==> config.mk <==
export PLATFORM = sky130hd
export DESIGN_NAME = ioctl_cart_loader
export DESIGN_NICKNAME = d
export VERILOG_FILES = /design/src/rtl/ioctl_cart_loader.sv
export SDC_FILE = /design/constraint.sdc
export NUM_CORES = 1
export LEC_CHECK = 0
export BUFFER_PORTS_ARGS = -buffer_cell sky130_fd_sc_hd__buf_2
export CAP_MARGIN = 0
export CORE_MARGIN = 1.5
export CORE_UTILIZATION = 60
export DETAILED_ROUTE_END_ITERATION = 7
export GPL_ROUTABILITY_DRIVEN = 0
export PLACE_DENSITY_LB_ADDON = 0.05
export SLEW_MARGIN = 5
export SYNTH_ARGS = -nofsm -noshare
export SYNTH_HDL_FRONTEND = slang
export SYNTH_SLANG_ARGS = --single-unit
==> constraint.sdc <==
create_clock -name clk -period 4.35 [get_ports clk]
set_input_delay 0.87 -clock clk [delete_from_list [all_inputs] [get_ports clk]]
set_output_delay 0.87 -clock clk [all_outputs]
set_load 0.02 [all_outputs]
==> src/rtl/ioctl_cart_loader.sv <==
// rtl/ioctl_cart_loader.sv - ioctl byte stream to word-wide memory download engine
module ioctl_cart_loader #(
    parameter int DW         = 8,
    parameter int AW         = 14,
    parameter int NSLOT      = 1,
    parameter int INDEX_BASE = 1
) (
    input  logic                                   clk,
    input  logic                                   reset,
    input  logic                                   ioctl_download,
    input  logic [7:0]                             ioctl_index,
    input  logic                                   ioctl_wr,
    input  logic [24:0]                            ioctl_addr,
    input  logic [7:0]                             ioctl_dout,
    output logic                                   ioctl_wait,
    output logic                                   mem_we,
    input  logic                                   mem_ready,
    output logic [AW-1:0]                          mem_addr,
    output logic [DW-1:0]                          mem_din,
    output logic [DW/8-1:0]                        mem_be,
    output logic [((NSLOT > 1) ? $clog2(NSLOT) : 1)-1:0] mem_slot,
    output logic                                   busy,
    output logic                                   done,
    output logic [NSLOT-1:0]                       loaded,
    output logic [AW+$clog2(DW/8):0]               cart_size,
    output logic [AW-1:0]                          mirror_mask,
    output logic                                   overflow
);

    localparam int L   = DW / 8;
    localparam int LB  = $clog2(L);
    localparam int SW  = (NSLOT > 1) ? $clog2(NSLOT) : 1;
    localparam int CSW = AW + LB + 1;

    typedef enum logic [2:0] {
        S_IDLE  = 3'd0,
        S_PACK  = 3'd1,
        S_WRITE = 3'd2,
        S_FLUSH = 3'd3,
        S_DONE  = 3'd4
    } state_t;

    state_t          state_q, state_d;
    logic            dl_prev_q;
    logic [DW-1:0]   data_q, data_d;
    logic [L-1:0]    fill_q, fill_d;
    logic [AW-1:0]   waddr_q, waddr_d;
    logic            skid_v_q, skid_v_d;
    logic [2:0]      skid_lane_q, skid_lane_d;
    logic [7:0]      skid_byte_q, skid_byte_d;
    logic [AW-1:0]   skid_addr_q, skid_addr_d;
    logic            end_q, end_d;
    logic [SW-1:0]   slot_q, slot_d;
    logic [NSLOT-1:0] loaded_q, loaded_d;
    logic [CSW-1:0]  cart_q, cart_d;
    logic [AW-1:0]   mask_q, mask_d;
    logic            ovf_q, ovf_d;

    logic [24:0]     word_full;
    logic            in_range;
    logic [AW-1:0]   word_addr;
    logic [2:0]      lane;
    logic [L-1:0]    lane_bit;
    logic [L-1:0]    skid_bit;
    logic [CSW-1:0]  addr_p1;
    logic [31:0]     idx32;
    logic            idx_ok;
    logic            dl_low;

    // Insert one byte into its lane, leaving the other lanes untouched.
    function automatic logic [DW-1:0] put_byte(input logic [DW-1:0] word,
                                               input logic [2:0]    ln,
                                               input logic [7:0]    b);
        logic [5:0] sh;
        sh = {ln, 3'b000};
        return (word & ~(DW'(8'hFF) << sh)) | (DW'(b) << sh);
    endfunction

    // Word-address mirror mask: bit-smear of (word count - 1).
    function automatic logic [AW-1:0] calc_mask(input logic [CSW-1:0] size);
        logic [CSW-1:0] words;
        logic [CSW-1:0] m;
        words = (size + CSW'(L - 1)) >> LB;
        m = (words == '0) ? '0 : words - CSW'(1);
        for (int i = 1; i < CSW; i++) begin
            m = m | (m >> i);
        end
        return AW'(m);
    endfunction

    assign word_full = ioctl_addr >> LB;
    assign in_range  = ((word_full >> AW) == '0);
    assign word_addr = AW'(word_full);
    assign lane      = 3'(ioctl_addr & 25'(L - 1));
    assign lane_bit  = L'(1) << lane;
    assign skid_bit  = L'(1) << skid_lane_q;
    assign addr_p1   = CSW'(ioctl_addr) + CSW'(1);
    assign idx32     = {24'd0, ioctl_index};
    assign idx_ok    = (idx32 >= 32'(INDEX_BASE)) && (idx32 < 32'(INDEX_BASE + NSLOT));
    assign dl_low    = ~ioctl_download;

    // State and datapath registers; dl_prev resets high so a download already
    // running at reset release is not mistaken for a new one.
    always_ff @(posedge clk or posedge reset) begin
        if (reset) begin
            state_q     <= S_IDLE;
            dl_prev_q   <= 1'b1;
            data_q      <= '0;
            fill_q      <= '0;
            waddr_q     <= '0;
            skid_v_q    <= 1'b0;
            skid_lane_q <= '0;
            skid_byte_q <= '0;
            skid_addr_q <= '0;
            end_q       <= 1'b0;
            slot_q      <= '0;
            loaded_q    <= '0;
            cart_q      <= '0;
            mask_q      <= '0;
            ovf_q       <= 1'b0;
        end else begin
            state_q     <= state_d;
            dl_prev_q   <= ioctl_download;
            data_q      <= data_d;
            fill_q      <= fill_d;
            waddr_q     <= waddr_d;
            skid_v_q    <= skid_v_d;
            skid_lane_q <= skid_lane_d;
            skid_byte_q <= skid_byte_d;
            skid_addr_q <= skid_addr_d;
            end_q       <= end_d;
            slot_q      <= slot_d;
            loaded_q    <= loaded_d;
            cart_q      <= cart_d;
            mask_q      <= mask_d;
            ovf_q       <= ovf_d;
        end
    end

    // Next-state and datapath update: packing, skid handling, end-of-download.
    always_comb begin
        state_d     = state_q;
        data_d      = data_q;
        fill_d      = fill_q;
        waddr_d     = waddr_q;
        skid_v_d    = skid_v_q;
        skid_lane_d = skid_lane_q;
        skid_byte_d = skid_byte_q;
        skid_addr_d = skid_addr_q;
        end_d       = end_q;
        slot_d      = slot_q;
        loaded_d    = loaded_q;
        cart_d      = cart_q;
        mask_d      = mask_q;
        ovf_d       = ovf_q;
        case (state_q)
            S_IDLE: begin
                if (ioctl_download && !dl_prev_q && idx_ok) begin
                    slot_d           = SW'(idx32 - 32'(INDEX_BASE));
                    loaded_d[slot_d] = 1'b0;
                    cart_d           = '0;
                    ovf_d            = 1'b0;
                    data_d           = '0;
                    fill_d           = '0;
                    skid_v_d         = 1'b0;
                    end_d            = 1'b0;
                    state_d          = S_PACK;
                end
            end
            S_PACK: begin
                end_d = dl_low;
                if (ioctl_wr && in_range) begin
                    if (addr_p1 > cart_q) begin
                        cart_d = addr_p1;
                    end
                    if (fill_q == '0 || word_addr == waddr_q) begin
                        data_d  = put_byte(data_q, lane, ioctl_dout);
                        fill_d  = fill_q | lane_bit;
                        waddr_d = word_addr;
                        if (fill_d == '1) begin
                            state_d = S_WRITE;
                        end else if (dl_low) begin
                            state_d = S_FLUSH;
                        end
                    end else begin
                        skid_v_d    = 1'b1;
                        skid_lane_d = lane;
                        skid_byte_d = ioctl_dout;
                        skid_addr_d = word_addr;
                        state_d     = S_WRITE;
                    end
                end else begin
                    if (ioctl_wr) begin
                        ovf_d = 1'b1;
                    end
                    if (dl_low) begin
                        state_d = (fill_q != '0) ? S_FLUSH : S_DONE;
                    end
                end
            end
            S_WRITE: begin
                end_d = end_q | dl_low;
                if (mem_ready) begin
                    data_d = '0;
                    fill_d = '0;
                    if (skid_v_q) begin
                        skid_v_d = 1'b0;
                        data_d   = put_byte('0, skid_lane_q, skid_byte_q);
                        fill_d   = skid_bit;
                        waddr_d  = skid_addr_q;
                        if (fill_d == '1) begin
                            state_d = S_WRITE;
                        end else if (end_d) begin
                            state_d = S_FLUSH;
                        end else begin
                            state_d = S_PACK;
                        end
                    end else begin
                        state_d = end_d ? S_DONE : S_PACK;
                    end
                end
            end
            S_FLUSH: begin
                if (mem_ready) begin
                    data_d  = '0;
                    fill_d  = '0;
                    state_d = S_DONE;
                end
            end
            S_DONE: begin
                loaded_d[slot_q] = 1'b1;
                mask_d           = calc_mask(cart_q);
                state_d          = S_IDLE;
            end
            default: state_d = S_IDLE;
        endcase
    end

    // Outputs decoded from state plus registered status.
    always_comb begin
        mem_we      = (state_q == S_WRITE) || (state_q == S_FLUSH);
        ioctl_wait  = (state_q == S_WRITE) || (state_q == S_FLUSH);
        done        = (state_q == S_DONE);
        busy        = (state_q == S_PACK) || (state_q == S_WRITE) || (state_q == S_FLUSH);
        mem_addr    = waddr_q;
        mem_din     = data_q;
        mem_be      = fill_q;
        mem_slot    = slot_q;
        loaded      = loaded_q;
        cart_size   = cart_q;
        mirror_mask = mask_q;
        overflow    = ovf_q;
    end

endmodule
# Yosys cells after proc, flatten, opt, wreduce, memory -nomap -nowiden
# Index checks and enable logic that the tools add are counted.
[totals] register_bits=83 in_bits=46 output_inout_bits=59 wordCells=134
[classes] n_addsub=3 order_cmp=7 eq_ne=16 mux=44 bitwise_logic=21 n_reduce_logical=29
[op_table] op="2-to-1 mux 15 bit" count=4
[op_table] op="2-to-1 mux 14 bit" count=4
[op_table] op="2-to-1 mux 8 bit" count=6
[op_table] op="case mux 8 bit (4 select lines)" count=1
[op_table] op="case mux 15 bit (2 select lines)" count=1
[op_table] op="case mux 14 bit (2 select lines)" count=1
[op_table] op="zero test 25 bit" count=1
[op_table] op="2-to-1 mux 3 bit" count=8
[op_table] op="!= test 2 bit (second input constant)" count=10
[op_table] op="adder 15 x 1 -> 15 bit (second input constant)" count=1
[op_table] op="greater-than comparator 15 bit" count=1
[op_table] op="zero test 15 bit" count=1
[op_table] op="bitwise OR 15 x 10 -> 15 bit" count=1
[op_table] op="bitwise OR 15 x 11 -> 15 bit" count=1
[op_table] op="bitwise OR 15 x 12 -> 15 bit" count=1
[op_table] op="bitwise OR 15 x 13 -> 15 bit" count=1
[op_table] op="bitwise OR 15 x 14 -> 15 bit" count=1
[op_table] op="bitwise OR 15 x 2 -> 15 bit" count=1
[op_table] op="bitwise OR 15 x 3 -> 15 bit" count=1
[op_table] op="bitwise OR 15 x 4 -> 15 bit" count=1
[op_table] op="bitwise OR 15 x 5 -> 15 bit" count=1
[op_table] op="bitwise OR 15 x 6 -> 15 bit" count=1
[op_table] op="bitwise OR 15 x 7 -> 15 bit" count=1
[op_table] op="bitwise OR 15 x 8 -> 15 bit" count=1
[op_table] op="other kinds (33)" count=69

# Depth between registers and ports, before layout
[logic_depth] ltp_word=16 mapped_depth=13 depth_no_buf=11

# Least setup slack after synthesis
# OpenSTA, ideal clock, no wires.
[synth_path] kind="in2reg" startpoint="in ioctl_addr[2]" endpoint="reg cart_q[14], in the netlist cart_size[14]" setup_ps=131 t_arrival_ps=3543 required_ps=4219 path_slack_ps=676 cell_stages=12 n_path_buf=2 cell_sequence="clkbuf_1 -> and4_1 -> nand2_1 -> nor4_1 -> xor2_1 -> ha_1 -> nand4_1 -> nor3_1 -> a2111oi_0 -> a31oi_2 -> buf_2 -> mux2i_1"
[synth_between] elab_chain_cells=4 word_cells_on_any_way=7 classes_between="1 x add/sub; 1 x order compare; 1 x eq/ne; 3 x mux; 1 x reduce/logical"
[synth_rtl] element="start, declared" line="13" rtl="input logic [24:0] ioctl_addr,"
[synth_rtl] element="adder 15 x 1 -> 15 bit *" line="97" rtl="assign addr_p1 = CSW'(ioctl_addr) + CSW'(1);"
[synth_rtl] element="greater-than comparator 15 bit or 2-to-1 mux 15 bit (tied branches)" line="173" rtl="if (addr_p1 > cart_q) begin"
[synth_rtl] element="!= test 2 bit (no source line) or 2-to-1 mux 15 bit (tied branches)"
[synth_rtl] element="AND reduction 4 bit (no source line) or case mux 15 bit (2 select lines) (tied branches)"
[synth_rtl] element="end signal, assigned" line="134" rtl="cart_q <= cart_d;"
[synth_rtl] element="end, declared" line="55" rtl="logic [CSW-1:0] cart_q, cart_d;"
# Every way passes the cells marked *; elsewhere a longest branch is shown, timed or not. The select of a mux whose other input is x is not followed.
# A chain may end at the register's enable or synchronous reset.

# Final worst setup path
[layout_path] startpoint="in ioctl_addr[0]" endpoint="reg cart_q[0], in the netlist cart_size[0]"
# The elaborated chain is that of the path after synthesis.

==> impl_metrics.toml <==
[sta]
period_share_pct = 81.9
worst_pin_slew_ns = 1.03
fin_skew_ns = 0.0150
drv_slew = 0
max_slew_margin_pct = 31.3
hold_viol = 0
setup_viol = 0
post-route-min-period_ns = 3.56
tns_ns = 0
max_clock_freq_mhz = 281
rsz0062_at_grt = "no"

[cts]
cts_root_buffer = "clkbuf_8"
cts-buffers-inserted = 9
cts_tree = "done"
clk_pin_slew_worst_paths_ns = 0.09
ctsHoldBuffers = 0
cts.path.max_buffers = 2
cts_resized = 0
htreeDepth = 3
post_cts_buffers = 0
cts.sinks = 83
clk_latency_ns = 0.37

[yosys]
synthCells = 515
yosysMostFrequentCell = "dfrtp_1"
ys_seq_area_share_pct = 40.4
synth_mux_area_share_pct = 15.8
avgSynthCellArea_um2 = 9.98
synth_edf_count = 0
synth-async-reset-ratio_pct = 100
synthFlopType = "dfrtp_1"
yosys-top-cells-area = "dfrtp_1 (40%), mux2_2 (13%), ha_1 (4.4%)"
synth-simple-area-share_pct = 18.1
synth_compound_area_share_pct = 12.0
synth_top_area_share_pct = 39.9
synth_top_family_by_area = "simple AND/OR/NAND/NOR gates"
ys_ff_latch = 83
synth_xor_area_share_pct = 4.94
synth_top_area_cell = "dfrtp_1"
synthTopCellsByCount = "dfrtp_1 (82), mux2_2 (58), nor2_1 (53)"
synth.distinct_cells = 66
synth_nets = 579
synth_area_um2 = 5140
yosysWarnings = 0
synth_fa_ha_area_share_pct = 4.38

[routing]
wl_per_cell_um = 17.2
top_layer = "met4"
wl_met1_mm = 5.20
vias = 4400
wl_mm = 12.4
antenna_left = 0
drt_iter0_drc = 361
wl_met2_mm = 5.98
drc = 0
met3_length_um = 780
first_pass_iters = 6
avgViaCountPerCell = 6.12

[floorplan]
rows = 33
pin_count = 105
start_util_pct = 62.3
die_height_um = 95.6
die_x_um = 95.6
core-area_um2 = 8260
die-area_um2 = 9130

[finish]
finalNetCount = 673
fill_cells = 641
antenna_cells = 0
area_growth_pct = 14.7
drive_gt1_share_pct = 32.2
design_area_um2 = 5900

[power]
p_total_mw = 2.08
p_leak_nw = 2.79
ir_worst_vdd_v = 0.000289
power_density_nw_per_um2 = 353

[critical_path]
cp_top_family = "compound AO/OA/AOI/OAI gates"
crit_chain = "buf_2 -> ha_1 -> nand2_1 -> nor4_1 -> xor2_1 -> ha_1 -> nand4_1 -> nor3_1 -> a2111oi_0 -> a31oi_2 -> buf_4 -> mux2_2"
cp_common_cell = "ha_1"
cp-start-kind = "input port"
cp.depth = 12
ff2ff_path_depth = 8
crit_required_ns = 4.60
critPathMaxFanout = 15
cp-end-kind = "flop"
path_buf_inv = 2
slowest_delay_ns = 0.56
critPathKind = "input port to flop"
crit_slowest_cell = "a2111oi_0"
arrival_ns = 3.81

[placed_design]
dp_hpwl_mm = 9.25
place_area_um2 = 5700
io_buffers = 104

[global_routing]
grt_usage_pct = 28.7
grt.overflow.total = 0
grt_pass1_vias = 4136
grt_pass1_wl_mm = 20.1
grt_max_degree = 60
antenna_found_initial = 0

[min_path]
whs_path_depth = 2
hp-class = "flop to flop"

[run_status]
status = "finished clean"

[run]
max_cap_violations = 0
==> through the flow <==
stage          cells  hold slack (ns)  util [%]  setup WS [ns]
6_report         719            0.476      71.4          0.787
5_1_grt          719            0.516      71.4          0.624
4_1_cts          719            0.489      71.4          0.830
3_5_place_dp     703            0.469      69.0          0.459
3_3_place_gp     703            0.456      69.0          0.615
2_1_floorplan    515            0.474         -          0.676
==> worst register-to-register path, delay by kind of cell (launching register included) <==
kind	cells	cell delay (ns)
compound gates	3	0.54
fa+ha+maj	1	0.24
buf+inv	1	0.16
flops	1	0.56
simple gates	3	1.30
==> layout by cell type (no fill, tap or decap), types with 7 or more instances in the layout <==
cell type  netlist  routed
nor3_1          14      13
a22o_1          11      11
dfrtp_1         82      82
clkbuf_8         0       9
nor4_1           7       7
o21ai_0         20      20
buf_2            7     104
a31oi_1          9       9
nand3_1         17      17
nor2_1          53      53
nand2_1         33      33
xor2_1          14      14
inv_1           21      20
mux2_2          58      58
ha_1            18      18
xnor2_1         15      15
mux2i_1         16      16
a21oi_1         15      15
nand4_1         13      13
==> cell families after synthesis <==
| kind of cell | Yosys count |
|---|---|
| and+or+nand+nor | 176 |
| DFF | 83 |
| adders and majority gates | 18 |
| AOI/OAI and AO/OA | 87 |
| xor gates and xnor gates | 29 |
| muxes | 74 |
| buffers and inverters | 48 |
==> final timing paths <==
| check | from | to | slack, ns |
|---|---|---|---|
| hold / removal | mirror_mask[13]$_DFFE_PP0P_ | mirror_mask[13]$_DFFE_PP0P_ | 0.48 |
| setup / recovery | ioctl_addr[0] | cart_size[0]$_DFFE_PP0P_ | 0.79 |
| min in group asynchronous | reset | mirror_mask[8]$_DFFE_PP0P_ | 0.67 |
| setup reg to reg | cart_size[0]$_DFFE_PP0P_ | mirror_mask[1]$_DFFE_PP0P_ | 1.42 |
| hold reg to reg | mirror_mask[13]$_DFFE_PP0P_ | mirror_mask[13]$_DFFE_PP0P_ | 0.48 |
| max in group asynchronous | reset | cart_size[1]$_DFFE_PP0P_ | 2.78 |
==> final cells by class <==
type	count	area (um^2)	area share (%)
clock buffer	10	128	2.16
sequential	83	2080	35.2
clock inverter	6	71.3	1.21
multi-input combinational	384	2850	48.3
inverter	22	83.8	1.42
tap	105	131	2.23
timing repair buffer	109	558	9.46
==> routing by layer <==
| layer | track usage [%] | up-vias |
|---|---|---|
| li1 | - | 2067 |
| met1 | 36.7 | 2106 |
| met2 | 46.3 | 191 |
| met3 | 6.06 | 36 |
| met4 | 13.1 | 0 |
| met5 | 0 | - |
==> power breakdown <==
| group | internal, mW | switching, mW |
|---|---|---|
| registers | 0.847 | 0.0828 |
| clock network | 0.271 | 0.298 |
| logic | 0.214 | 0.370 |
| total | 1.33 | 0.751 |
==> state kept, by name, summed over array words and instances, names as in the netlist, 3 cells and up <==
| signal | flops |
|---|---|
| skid_addr_q | 14 |
| mem_din | 8 |
| skid_byte_q | 8 |
| state_q | 3 |
| mirror_mask | 14 |
| cart_size | 15 |
| mem_addr | 14 |
Power figures use the tool's default switching activity.
